File: config.mk
export PLATFORM = sky130hd
export DESIGN_NAME = hdlc_line_monitor
export DESIGN_NICKNAME = d
export VERILOG_FILES = /design/src/rtl/hdlc_mon_pkg.sv /design/src/rtl/hdlc_mon_chan.sv /design/src/rtl/hdlc_line_monitor.sv
export SDC_FILE = /design/constraint.sdc
export NUM_CORES = 1
export LEC_CHECK = 0
export CAP_MARGIN = 30
export CORE_MARGIN = 3
export CORE_UTILIZATION = 40
export CTS_BUF_LIST = sky130_fd_sc_hd__clkbuf_4 sky130_fd_sc_hd__clkbuf_8 sky130_fd_sc_hd__clkbuf_16
export CTS_CLUSTER_DIAMETER = 50
export DETAILED_ROUTE_END_ITERATION = 10
export PLACE_DENSITY = 0.59
export SKIP_LAST_GASP = 1
export SLEW_MARGIN = 20
export SYNTH_ARGS = -nofsm -noshare
export SYNTH_HDL_FRONTEND = slang
export SYNTH_SLANG_ARGS = --single-unit
File: constraint.sdc
create_clock -name Clk -period 2.4 [get_ports Clk]
set_input_delay 0.48 -clock Clk [delete_from_list [all_inputs] [get_ports Clk]]
set_output_delay 0.48 -clock Clk [all_outputs]
set_load 0.01 [all_outputs]
File: src/rtl/hdlc_mon_pkg.sv
// hdlc_mon_pkg
// Shared definitions for the HDLC line monitor: error category encoding,
// the two 8-bit line patterns the monitor decodes, and the category count.
// The error category value doubles as the readout select (RdSel) encoding.

package hdlc_mon_pkg;

    // Error categories, one saturating counter per category per channel
    typedef enum logic [1:0] {
        ERR_MISS_FLAG  = 2'd0,
        ERR_SPUR_FLAG  = 2'd1,
        ERR_MISS_ABORT = 2'd2,
        ERR_IDLE       = 2'd3
    } err_cat_e;

    localparam logic [7:0] FLAG_PATTERN  = 8'h7E;
    localparam logic [7:0] ABORT_PATTERN = 8'h7F;
    localparam int         NUM_CAT       = 4;

    // True when the eight most recent line bits form the given pattern
    function automatic logic patternMatch(input logic [7:0] bits, input logic [7:0] pattern);
        return (bits == pattern);
    endfunction

endpackage

File: src/rtl/hdlc_mon_chan.sv
// hdlc_mon_chan
// One monitored HDLC channel. It decodes flags and aborts from the raw serial
// line on its own and compares them against the DUT status strobes. Four
// independent saturating error counters and a sticky ErrIrq are kept.
//
// Ports
//   Clk          clock, all state on rising edge
//   Rst          asynchronous reset, active-low
//   En           monitor enable; shift register, idle counter and abort
//                delay line freeze while low, flag delay line and arming clear
//   Line         serial line bit, one bit per cycle
//   ValidFrame   DUT frame-in-progress
//   FlagDetect   DUT flag-detect strobe
//   AbortSignal  DUT abort indication
//   ClrCnt       clear this channel's counters and ErrIrq
//   Cnt          counters, indexed by err_cat_e
//   ErrIrq       sticky: at least one error logged since the last clear

module hdlc_mon_chan
    import hdlc_mon_pkg::*;
#(
    parameter int CNT_W     = 8,
    parameter int FLAG_LAT  = 2,
    parameter int ABORT_LAT = 1,
    parameter int IDLE_LEN  = 8
) (
    input  logic                             Clk,
    input  logic                             Rst,
    input  logic                             En,
    input  logic                             Line,
    input  logic                             ValidFrame,
    input  logic                             FlagDetect,
    input  logic                             AbortSignal,
    input  logic                             ClrCnt,
    output logic [NUM_CAT-1:0][CNT_W-1:0]    Cnt,
    output logic                             ErrIrq
);

    localparam int ARM_W  = $clog2(FLAG_LAT + 1);
    localparam int IDLE_W = $clog2(IDLE_LEN + 1);

    logic [7:0]           sh;
    logic [7:0]           shNext;
    logic                 flagHit;
    logic                 abortHit;
    logic [FLAG_LAT-1:0]  flagDly;
    logic [ABORT_LAT-1:0] abortDly;
    logic                 expFlag;
    logic                 abortDue;
    logic [ARM_W-1:0]     armCnt;
    logic                 armed;
    logic [IDLE_W-1:0]    idleCnt;
    logic                 idleFull;
    logic [NUM_CAT-1:0]   errEv;

    // Pattern matching looks at the register contents including this cycle's
    // bit, so a hit is known in the same cycle the last pattern bit is on Line.
    // The delay lines then put the expectation exactly LAT cycles after it.
    assign shNext   = {sh[6:0], Line};
    assign flagHit  = En && patternMatch(shNext, FLAG_PATTERN);
    assign abortHit = En && ValidFrame && patternMatch(shNext, ABORT_PATTERN);
    assign expFlag  = flagDly[FLAG_LAT-1];
    assign abortDue = abortDly[ABORT_LAT-1];
    assign armed    = (armCnt == ARM_W'(FLAG_LAT));
    assign idleFull = (idleCnt == IDLE_W'(IDLE_LEN));

    // Line shift register; all-ones after reset so no pattern can match until
    // real bits have been shifted in
    always_ff @(posedge Clk or negedge Rst) begin
        if (!Rst) begin
            sh <= 8'hFF;
        end else if (En) begin
            sh <= shNext;
        end
    end

    // Flag expectation pipeline and arming. Spurious-flag checking waits until
    // the pipeline holds FLAG_LAT cycles of valid history after enable.
    always_ff @(posedge Clk or negedge Rst) begin
        if (!Rst) begin
            flagDly <= '0;
            armCnt  <= '0;
        end else if (!En) begin
            flagDly <= '0;
            armCnt  <= '0;
        end else begin
            flagDly <= (flagDly << 1) | FLAG_LAT'(flagHit);
            if (!armed) begin
                armCnt <= armCnt + ARM_W'(1);
            end
        end
    end

    // Abort expectation pipeline; only aborts seen inside a frame are tracked
    always_ff @(posedge Clk or negedge Rst) begin
        if (!Rst) begin
            abortDly <= '0;
        end else if (En) begin
            abortDly <= (abortDly << 1) | ABORT_LAT'(abortHit);
        end
    end

    // Idle run length: consecutive cycles outside a frame, saturating
    always_ff @(posedge Clk or negedge Rst) begin
        if (!Rst) begin
            idleCnt <= '0;
        end else if (En) begin
            if (ValidFrame) begin
                idleCnt <= '0;
            end else if (!idleFull) begin
                idleCnt <= idleCnt + IDLE_W'(1);
            end
        end
    end

    // Per-cycle error events. AbortSignal with no decoded abort is allowed,
    // so there is no spurious-abort category.
    always_comb begin
        errEv                 = '0;
        errEv[ERR_MISS_FLAG]  = En && expFlag && !FlagDetect;
        errEv[ERR_SPUR_FLAG]  = En && FlagDetect && !expFlag && armed;
        errEv[ERR_MISS_ABORT] = En && abortDue && !AbortSignal;
        errEv[ERR_IDLE]       = En && idleFull && !ValidFrame && !Line;
    end

    // Saturating counters. A clear wins over accumulation, but an event in
    // the clearing cycle is still recorded as a count of one.
    always_ff @(posedge Clk or negedge Rst) begin
        if (!Rst) begin
            Cnt <= '0;
        end else begin
            for (int c = 0; c < NUM_CAT; c++) begin
                if (ClrCnt) begin
                    Cnt[c] <= CNT_W'(errEv[c]);
                end else if (errEv[c] && (Cnt[c] != {CNT_W{1'b1}})) begin
                    Cnt[c] <= Cnt[c] + CNT_W'(1);
                end
            end
        end
    end

    // Sticky interrupt follows whatever the counters hold after a clear
    always_ff @(posedge Clk or negedge Rst) begin
        if (!Rst) begin
            ErrIrq <= 1'b0;
        end else if (ClrCnt) begin
            ErrIrq <= |errEv;
        end else if (|errEv) begin
            ErrIrq <= 1'b1;
        end
    end

endmodule

File: src/rtl/hdlc_line_monitor.sv
// hdlc_line_monitor
// Multi-channel HDLC line checker. Each channel independently decodes flags
// and aborts from its serial line and counts missed flags, spurious flags,
// missed aborts and idle-pattern violations. Counters are read through a
// registered channel/category mux.
//
// Optional feature macro: HDLC_MON_TIMESTAMP_EN adds a free-running 32-bit
// cycle counter, a per-channel first-error timestamp and the FirstErrTime port.
//
// Ports
//   Clk           clock, all state on rising edge
//   Rst           asynchronous reset, active-low
//   En            global monitor enable
//   Line          serial bit per channel
//   ValidFrame    DUT frame-in-progress per channel
//   FlagDetect    DUT flag-detect strobe per channel
//   AbortSignal   DUT abort indication per channel
//   ClrCnt        per-channel counter/ErrIrq clear
//   RdCh          readout channel select (out-of-range reads 0)
//   RdSel         readout category (err_cat_e encoding)
//   RdData        selected counter, registered
//   ErrIrq        sticky per-channel error flag
//   ErrAny        OR of ErrIrq, registered
//   FirstErrTime  (macro only) first-error cycle stamp for RdCh, registered

module hdlc_line_monitor
    import hdlc_mon_pkg::*;
#(
    parameter  int NUM_CH    = 4,
    parameter  int CNT_W     = 8,
    parameter  int FLAG_LAT  = 2,
    parameter  int ABORT_LAT = 1,
    parameter  int IDLE_LEN  = 8,
    localparam int CH_W      = (NUM_CH > 1) ? $clog2(NUM_CH) : 1
) (
    input  logic              Clk,
    input  logic              Rst,
    input  logic              En,
    input  logic [NUM_CH-1:0] Line,
    input  logic [NUM_CH-1:0] ValidFrame,
    input  logic [NUM_CH-1:0] FlagDetect,
    input  logic [NUM_CH-1:0] AbortSignal,
    input  logic [NUM_CH-1:0] ClrCnt,
    input  logic [CH_W-1:0]   RdCh,
    input  logic [1:0]        RdSel,
    output logic [CNT_W-1:0]  RdData,
    output logic [NUM_CH-1:0] ErrIrq,
    output logic              ErrAny
`ifdef HDLC_MON_TIMESTAMP_EN
    ,
    output logic [31:0]       FirstErrTime
`endif
);

    logic [NUM_CAT-1:0][CNT_W-1:0] cntAll [NUM_CH];
    logic [CNT_W-1:0]              rdMux;

    // One checker per monitored line
    for (genvar g = 0; g < NUM_CH; g++) begin : gChan
        hdlc_mon_chan #(
            .CNT_W     (CNT_W),
            .FLAG_LAT  (FLAG_LAT),
            .ABORT_LAT (ABORT_LAT),
            .IDLE_LEN  (IDLE_LEN)
        ) uChan (
            .Clk         (Clk),
            .Rst         (Rst),
            .En          (En),
            .Line        (Line[g]),
            .ValidFrame  (ValidFrame[g]),
            .FlagDetect  (FlagDetect[g]),
            .AbortSignal (AbortSignal[g]),
            .ClrCnt      (ClrCnt[g]),
            .Cnt         (cntAll[g]),
            .ErrIrq      (ErrIrq[g])
        );
    end

    // Channel select by comparison rather than indexing, so a select beyond
    // the last channel simply matches nothing and reads back zero
    always_comb begin
        rdMux = '0;
        for (int c = 0; c < NUM_CH; c++) begin
            if (RdCh == CH_W'(c)) begin
                rdMux = cntAll[c][RdSel];
            end
        end
    end

    // Registered readout and summary interrupt
    always_ff @(posedge Clk or negedge Rst) begin
        if (!Rst) begin
            RdData <= '0;
            ErrAny <= 1'b0;
        end else begin
            RdData <= rdMux;
            ErrAny <= |ErrIrq;
        end
    end

`ifdef HDLC_MON_TIMESTAMP_EN
    logic [31:0]       tsCnt;
    logic [31:0]       firstErr [NUM_CH];
    logic [NUM_CH-1:0] tsCaptured;
    logic [31:0]       tsMux;

    // Free-running cycle counter, wraps
    always_ff @(posedge Clk or negedge Rst) begin
        if (!Rst) begin
            tsCnt <= '0;
        end else begin
            tsCnt <= tsCnt + 32'd1;
        end
    end

    // Stamp the first cycle each channel's ErrIrq is seen high; the captured
    // bit keeps later errors from overwriting it until the channel is cleared
    always_ff @(posedge Clk or negedge Rst) begin
        if (!Rst) begin
            tsCaptured <= '0;
            for (int c = 0; c < NUM_CH; c++) begin
                firstErr[c] <= '0;
            end
        end else begin
            for (int c = 0; c < NUM_CH; c++) begin
                if (ClrCnt[c]) begin
                    firstErr[c]   <= '0;
                    tsCaptured[c] <= 1'b0;
                end else if (ErrIrq[c] && !tsCaptured[c]) begin
                    firstErr[c]   <= tsCnt;
                    tsCaptured[c] <= 1'b1;
                end
            end
        end
    end

    // Timestamp readout uses the same channel select as RdData
    always_comb begin
        tsMux = '0;
        for (int c = 0; c < NUM_CH; c++) begin
            if (RdCh == CH_W'(c)) begin
                tsMux = firstErr[c];
            end
        end
    end

    // Registered so it lines up with RdData
    always_ff @(posedge Clk or negedge Rst) begin
        if (!Rst) begin
            FirstErrTime <= '0;
        end else begin
            FirstErrTime <= tsMux;
        end
    end
`endif

endmodule

## After elaboration in Yosys (flattened, before gate mapping)

Cells that the tools add are included.

- Bits in registers: 205
- Output and inout port bits: 13
- Word-level logic and storage cells: 304

- Bitwise operators: 4
- Reductions and logical operators: 118
- $add $sub $neg: 24
- Multiplexer cells: 72
- Order comparisons: 1
- Equal/unequal tests: 43

Operator list:

| cell | number |
|---|---|
| $mux 8 | 40 |
| $add 8x1->8 const B | 16 |
| $ne 8x8->1 const B | 16 |
| $logic_and 1x1->1 | 68 |
| $bmux 8 s2 | 4 |
| $eq 8x7->1 const B | 8 |
| $reduce_bool 2->1 | 20 |
| $mux 4 | 8 |
| $mux 2 | 12 |
| $logic_not 1->1 | 20 |
| $reduce_or 4->1 | 5 |
| $add 4x1->4 const B | 4 |
| $eq 4x4->1 const B | 4 |
| $ne 2x2->1 const B | 8 |
| $eq 2x2->1 const B | 6 |
| $add 2x1->2 const B | 4 |
| $mux 1 | 8 |
| $or 2x1->2 | 4 |
| $reduce_and 2->1 | 4 |
| $lt 2x3->1 const B | 1 |
| $eq 2x1->1 const B | 1 |
| $logic_not 2->1 | 1 |

## Logic depth before layout (Yosys ltp)

- Depth in word-level cells: 7
- Depth in mapped cells: 7
- Mapped depth without buffers: 6

## Cells and area by module

A second synthesis with hierarchy kept.

- Cell total of the unflattened synthesis: 1066
- Area total of the unflattened synthesis: 11481.0 sq um

Modules (own cells, without submodules):

| module | area each (sq um) | cells an instance | times used | seq. area each (sq um) |
|---|---|---|---|---|
| hdlc_mon_chan | 2542.4 | 250 | 4 | 1234.9 |
| hdlc_line_monitor | 1311.3 | 66 | 1 | 225.2 |

## Least setup slack after synthesis

No wires, ideal clock.

- Path type: input port to flip-flop
- From: input port RdSel[0]
- To: register RdData[1]
- Arrival: 1.759 ns
- Stages: 5
- Library setup time: 0.124 ns
- Path slack: 0.517 ns
- Buffers on the path: 2
- Data required time: 2.276 ns
- Cell sequence: clkbuf_1 -> buf_2 -> mux4_2 -> a22oi_1 -> nand2_1

- Longest elaborated chain between the ends: 6

RTL lines:

| item | RTL line | RTL |
|---|---|---|
| start, declared | hdlc_line_monitor.sv:45 | `input logic [1:0] RdSel,` |
| $bmux 8 s2 | hdlc_line_monitor.sv:85 | `rdMux = cntAll[c][RdSel];` |
| $mux 8 (not written as such) | hdlc_line_monitor.sv:85 |  |
| $mux 8 (3 in a row) | hdlc_line_monitor.sv:84 | `if (RdCh == CH_W'(c)) begin` |
| $mux 8 * | hdlc_line_monitor.sv:84 |  |
| net rdMux[1] | hdlc_line_monitor.sv:56 | `logic [CNT_W-1:0] rdMux;` |
| end signal, assigned | hdlc_line_monitor.sv:96 | `RdData <= rdMux;` |
| end, declared | hdlc_line_monitor.sv:46 | `output logic [CNT_W-1:0] RdData,` |

The timed path passes the listed nets; every way through them passes the cells marked *. The select of a mux whose other input is x is not followed.
A chain may end at the register's enable or synchronous reset.

## Worst setup path in the final report

- From: register gChan[2].uChan.ErrIrq
- To: output port ErrIrq[2]

RTL lines:

| item | RTL line | RTL |
|---|---|---|
| start, declared | hdlc_mon_chan.sv:36 | `output logic ErrIrq` |
| start signal, assigned | hdlc_mon_chan.sv:147 | `ErrIrq <= \|errEv;` |
| end, declared | hdlc_line_monitor.sv:47 | `output logic [NUM_CH-1:0] ErrIrq,` |

No word-level cell between the ends.

==> results_dict.tcl <==
set metrics [dict create \
    wl_per_cell_um 18.2 \
    relSlewSlack_pct 61.1 \
    yosys.area_share.simple_pct 19.3 \
    drt_pass1_iterations 5 \
    synth_edf_count 0 \
    core_area_um2 27300 \
    syn_area_per_cell_um2 10.6 \
    nets 1189 \
    drive_gt1_share_pct 18.8 \
    synth.ff_latch_count 205 \
    netlist_area_um2 11300 \
    rows 60 \
    startpoint_type "flop" \
    dieArea_um2 30300 \
    antenna_cells 0 \
    holdPathStages 1 \
    slowest_delay_ns 0.59 \
    grt_antenna_before_repair 1 \
    final_cell_mix "177 x dfrtp_1, 99 x nor2_1, 59 x nand2_1" \
    path_max_fanout 3 \
    synth_top_flop_cell "dfrtp_1" \
    fin_area_um2 13300 \
    clock_skew_ns 0.0111 \
    die_h_um 174 \
    post-route-util_pct 48.7 \
    synth_xor_area_share_pct 3.10 \
    critical_path_arrival_ns 1.59 \
    r2r_cells 6 \
    clock_sinks 205 \
    powerDensity_nw_per_um2 704 \
    crit_chain "clkdlybuf4s50_1" \
    syn2layout_area_growth_pct 17.8 \
    ys_seq_area_share_pct 45.7 \
    grt_pass1_vias 8345 \
    numCtsBuffers 29 \
    grt_pass1_wl_um 46000 \
    cp_top_family "buffers and inverters" \
    ys_types 76 \
    hold_viol 0 \
    grt_max_degree 64 \
    clk_latency_ns 0.54 \
    rsz0062_at_grt "no" \
    r2r-end "gChan[3].uChan.Cnt[11]" \
    synth_cells 1067 \
    ys_async_sr_fraction_pct 100 \
    path_clk_slew_ns 0.06 \
    cts.htree.levels 1 \
    ant_nets 0 \
    drt-total-wl_um 27900 \
    timing.final.max_slew_violations 0 \
    finalCritPeriodShare_pct 86.4 \
    finalCriticalPeriod_ns 2.07 \
    synth_top_family_by_area "simple AND/OR/NAND/NOR gates" \
    synth_warnings 0 \
    syn_nets 1122 \
    clockBufferDepth 3 \
    yosys.area_share.adder_pct 3.10 \
    crit_type "flop to output port" \
    die_w_um 174 \
    slowest_stage "clkdlybuf4s50_1" \
    yosys.area.top_type "dfrtp_1" \
    tightestPinTransition_ns 0.584 \
    port_buffers 39 \
    start_util_pct 41.3 \
    vdd.ir_drop.worst_mv 0.570 \
    path_buf_inv 1 \
    fin_cells 1529 \
    vias_per_cell 5.75 \
    worstReg2RegStart "gChan[3].uChan.armCnt[0]" \
    fin_setup_tns_ns 0 \
    yosys-top-cells-area "dfrtp_1 39%, dfstp_2 6.5%, mux4_2 6.4%" \
    max_freq_mhz 482 \
    cts_tree "built" \
    critical_path_required_ns 1.92 \
    synthMuxAreaShare_pct 11.9 \
    final_common_cell "dfrtp_1" \
    place_inst 1474 \
    min_to "gChan[2].uChan.flagDly[1]" \
    hold_class "flop to flop" \
    track_usage_pct 18.4 \
    ios 40 \
    vias 8792 \
    min_from "gChan[2].uChan.flagDly[0]" \
    hpwl_um 20200 \
    place.gp.congestion 0.885 \
    drtIter0Drc 709 \
    overflow 0 \
    place_area_um2 12300 \
    synth_compound_area_share_pct 13.8 \
    leakage_nw 5.63 \
    status "finished clean" \
    synth_top_area_share_pct 39.2 \
    report.final.setup_viol 0 \
    cts_root_buffer "clkbuf_16" \
    rrSetupSlack_ns 0.47 \
    drc 0 \
    cp-end-kind "output port" \
    maxCapViolations 0 \
]
## worst reg2reg max path, delay by kind of cell (launching register included)
family                   cells  cell delay, ns
AO/OA/AOI/OAI                1            0.15
adder cells (fa/ha/maj)      1            0.25
buffers and inverters        1            0.06
flip-flops                   1            0.39
AND/OR/NAND/NOR              3            1.00
## logic make-up after synthesis
logic type                 count (synthesis)
and+or+nand+nor                          396
AOI/OAI and AO/OA                        225
DFF                                      205
muxes                                     90
buffers and inverters                     83
xor gates and xnor gates                  40
adders and majority gates                 28
## layer usage
metal	vias up	global-route usage, %	routed length, µm
met4	2	4.39	595
met1	4371	28.6	14000
li1	4184	-	-
met3	42	2.82	1250
met2	193	26.8	12100
met5	-	0	13
## synth_stat cells, types with 5 or more instances
cell type  count
dfrtp_1      177
nor2_1        99
nand2_1       59
nand3_1       51
a21oi_1       40
o21ai_0       38
nand4_1       34
inv_1         33
mux2_2        32
mux4_2        32
clkbuf_1      30
dfstp_2       28
ha_1          28
and3_1        27
xor2_1        27
mux2i_1       26
o211ai_1      25
nor3_1        24
a31oi_1       20
a22oi_1       17
xnor2_1       13
or3_1         12
and3b_1       10
a211oi_1       9
and2_1         9
nand2b_1       9
o31ai_1        9
or4_1          9
and4_1         8
buf_2          8
o21a_1         8
nand4b_1       7
buf_4          6
nand3b_1       6
o21bai_1       6
a31o_2         5
a32o_1         5
nor2b_1        5
o2111ai_1      5
## power by group
group	switching (W)	internal [W]	leakage (nW)
Sequential	0.000240	0.00382	2.74
Clock	0.00164	0.00262	0.464
Combinational	0.000550	0.000508	2.42
Total	0.00243	0.00694	5.63
## metrics by stage
stage	total power [W]	hold slack, ns	worst slack, ns
final	0.00937	0.467	0.326
after global routing	0.00980	0.471	0.265
after CTS	0.00948	0.455	0.284
after detailed placement	0.00518	0.455	0.217
after global placement	0.00514	0.442	0.264
after floorplan	0.00475	0.184	0.517
## area by class of cell
cell class	instances	area, µm²
timing repair buffer	84	787
inverter	35	131
tap	372	465
sequential	205	5160
multi-input combinational	779	5780
fill	2535	14000
clock inverter	15	161
clock buffer	39	813
## registers in the layout (all words and copies together), names as in the netlist
register and flops:
gChan.uChan.Cnt 128, gChan.uChan.sh 28, gChan.uChan.idleCnt 16, RdData 8
gChan.uChan.armCnt 8, gChan.uChan.flagDly 8, gChan.uChan.ErrIrq 4, gChan.uChan.abortDly 4
ErrAny 1
## worst max-delay path by stage
| stage | from | endpoint | slack, ns | cells after the start |
|---|---|---|---|---|
| 2_1_floorplan | RdSel[0] | RdData[1] | 0.52 | 5 |
| 3_3_place_gp | FlagDetect[3] | gChan[3].uChan.Cnt[11] | 0.26 | 5 |
| 3_5_place_dp | FlagDetect[3] | gChan[3].uChan.Cnt[11] | 0.22 | 5 |
| 4_1_cts | gChan[0].uChan.ErrIrq | ErrIrq[0] | 0.28 | 1 |
| 5_1_grt | gChan[0].uChan.ErrIrq | ErrIrq[0] | 0.26 | 1 |
| 6_report | gChan[2].uChan.ErrIrq | ErrIrq[2] | 0.33 | 1 |
## timing repair
item	in CTS	in global routing
gates resized for setup	0	0
setup buffers	0	0
endpoints found under the setup margin	0	0
hold endpoints to repair	51	0
hold buffers	1	0
Power figures use the tool's default switching activity.
==> variant: new RTL, same settings <==
`IDLE_LEN` is set to 8 in 2 places; all go to 4.
--- a/src/rtl/hdlc_mon_chan.sv
+++ b/src/rtl/hdlc_mon_chan.sv
@@ -24,3 +24,3 @@
     parameter int ABORT_LAT = 1,
-    parameter int IDLE_LEN  = 8
+    parameter int IDLE_LEN  = 4
 ) (
--- a/src/rtl/hdlc_line_monitor.sv
+++ b/src/rtl/hdlc_line_monitor.sv
@@ -32,3 +32,3 @@
     parameter  int ABORT_LAT = 1,
-    parameter  int IDLE_LEN  = 8,
+    parameter  int IDLE_LEN  = 4,
     localparam int CH_W      = (NUM_CH > 1) ? $clog2(NUM_CH) : 1
Formal check against the unedited RTL: not equivalent (a bounded check fails within 10 cycles, from zero or initial values and one cycle with Rst low).
==> variant against the unedited design <==
Core utilization is 0.067 points lower. Power grew 1.0%. Setup slack got worse by 0.099 ns. Non-clock buffer count shrank 5. Count of clock-buffer cells in the layout shrank 2. Die area fell by 0.99%. Sequential power fell by 3%. Sequential cell count down 4. Synthesized area fell by 1.0%. Cell area shrank 0.69%. Register-to-register slack got worse by 0.08 ns. Hold slack got worse by 0.11 ns. Critical path depth stayed put. Routed wire length up 0.62%. Critical path type unchanged. Largest cell class unchanged.
==> variant: results (changes against the unedited design) <==
{| class="wikitable"
! Metric !! Value
|-
| Dpl cells || 1,496 (was 1,474)
|-
| Overall Global Routing Usage || 0.1856 (was 0.1838)
|-
| Count of distinct cell types in the synthesized netlist || 73 (was 76)
|-
| Share of the yosys chip area belonging to registers || 0.4530 (was 0.4572)
|-
| Type of the worst min-delay path || input port to asynchronous set/reset pin (was flop to flop)
|-
| Depth of the most critical reg-to-reg path || 6 (unchanged)
|-
| Leakage power summed over all cells || 0.005596 uW (was 0.005631 uW)
|-
| Vias in the first global route || 8,531 (was 8,345)
|-
| Largest stage delay on the critical path || 0.61 ns (was 0.59 ns)
|-
| Half-perimeter wire length of the detailed placement result || 20,410 um (was 20,240 um)
|-
| Routability congestion estimate || 0.8323 (was 0.8850)
|-
| End point of the critical path || ErrIrq[3] (was ErrIrq[2])
|-
| Largest net degree at the start of global routing || 88 (was 64)
|-
| Clock slew at the register clock pins of the worst setup and hold paths || 0.06 ns (about the same)
|-
| Wire length of the first global-routing pass || 46,100 um (was 45,970 um)
|-
| Num CTS Buffers || 27 (was 29)
|-
| Syn_nets || 1,145 (was 1,122)
|-
| Number of antenna violations at the first check in global routing || 0 (was 1)
|-
| Mean area per synthesized cell || 10.26 um^2 (was 10.59 um^2)
|-
| Drt first-iter violations || 683 (was 709)
|-
| Fin nets || 1,209 (was 1,189)
|-
| Top cells by count, synth || dfrtp_1, nor2_1, nand2_1, a21oi_1, o21ai_0 (was dfrtp_1, nor2_1, nand2_1, nand3_1, a21oi_1)
|-
| Top Registers || gChan.uChan.Cnt: 128 flops, gChan.uChan.sh: 28 flops, gChan.uChan.idleCnt: 12 flops (was gChan.uChan.Cnt: 128 flops, gChan.uChan.sh: 28 flops, gChan.uChan.idleCnt: 16 flops)
|-
| Leading cell types by total area after synthesis || dfrtp_1, dfstp_2, mux2i_1, mux4_2, ha_1 (was dfrtp_1, dfstp_2, mux4_2, nor2_1, mux2_2)
|-
| Run status || finished clean (unchanged)
|-
| Wire length reported by the detailed router || 28,070 um (was 27,900 um)
|-
| Worst IR Drop VDD || 488.1 uV (was 570.5 uV)
|-
| Count of port buffers added during placement || 39 (unchanged)
|-
| Worst-Margin Slew || 0.6124 ns (was 0.5842 ns)
|-
| Start point of the critical path || gChan[3].uChan.ErrIrq (was gChan[2].uChan.ErrIrq)
|-
| Proportion of layout cells with a drive suffix above 1 || 0.1634 (was 0.1884)
|-
| Clock latency reported for the late side of the worst-skew pair || 0.52 ns (was 0.54 ns)
|-
| Worst Path Arrival || 1.69 ns (was 1.59 ns)
|-
| Worst-path fanout max || 3 (unchanged)
|-
| Register-to-Register Setup Slack || 0.39 ns (was 0.47 ns)
|-
| Detailed-route via count || 9,014 (was 8,792)
|-
| Terminus of the critical flop-to-flop path || gChan[1].uChan.Cnt[29] (was gChan[3].uChan.Cnt[11])
|-
| Clock skew || 0.008232 ns (was 0.01110 ns)
|-
| Post-detailed-route via-to-cell ratio || 5.827 (was 5.750)
|-
| Number of filler instances in the final layout || 2,551 (was 2,535)
|-
| Start of the worst register-to-register path || gChan[1].uChan.idleCnt[0] (was gChan[3].uChan.armCnt[0])
|}
## variant: cells by family after synthesis
family,count (synthesis),synth area share
AOI/OAI and AO/OA,243,0.1435
xor gates and xnor gates,35,0.02742
DFF,201,0.4531
muxes,99,0.1146
adders and majority gates,28,0.03134
buffers and inverters,84,0.03313
and+or+nand+nor,400,0.1970
## variant: how the worst min path moves through the flow
stage	slack [ns]	startpoint	cells after the start	endpoint
2_1_floorplan	0.18	Rst	0	ErrAny
3_3_place_gp	0.33	Rst	1	gChan[2].uChan.Cnt[2]
3_5_place_dp	0.33	Rst	1	gChan[2].uChan.Cnt[2]
4_1_cts	0.34	Rst	2	gChan[2].uChan.Cnt[2]
5_1_grt	0.36	Rst	2	gChan[2].uChan.Cnt[2]
6_report	0.36	Rst	2	gChan[2].uChan.Cnt[2]
## variant: power by group
| group | switching [uW] | internal, uW | total, uW | leakage [uW] |
|---|---|---|---|---|
| clock | 1530 | 2880 | 4410 | 0.000500 |
| sequential | 208 | 3740 | 3950 | 0.00268 |
| combinational | 584 | 520 | 1100 | 0.00241 |
| total | 2320 | 7140 | 9470 | 0.00560 |
## variant: area by class of cell
cell class / instances / area [um^2] / area share
inverters: 40 / 150.1 / 0.01136
well taps: 372 / 465.4 / 0.03523
flip-flops and latches: 201 / 5065 / 0.3834
clock buffers: 37 / 800.8 / 0.06061
multi-input cells: 805 / 5744 / 0.4348
repair buffers: 79 / 774.5 / 0.05862
clock inverters: 13 / 211.5 / 0.01601
## variant: metal layers
metal / wire length, um / vias up / GRT usage
met5: 0 / - / 0
met4: 909 / 0 / 0.05777
met3: 1356 / 59 / 0.02855
met2: 12220 / 207 / 0.2762
met1: 13590 / 4500 / 0.2783
li1: - / 4248 / -
## variant: timing repair
item                      CTS  global route
hold endpoints to repair    6             0
resized for setup           0             0
hold buffers                1             0
## variant: metrics by stage
step           setup slack [ns]  area, um^2
2_1_floorplan            0.5503       11180
3_3_place_gp            0.09872       12190
3_5_place_dp            0.07070       12190
4_1_cts                  0.2335       13210
5_1_grt                  0.2007       13210
6_report                 0.2270       13210
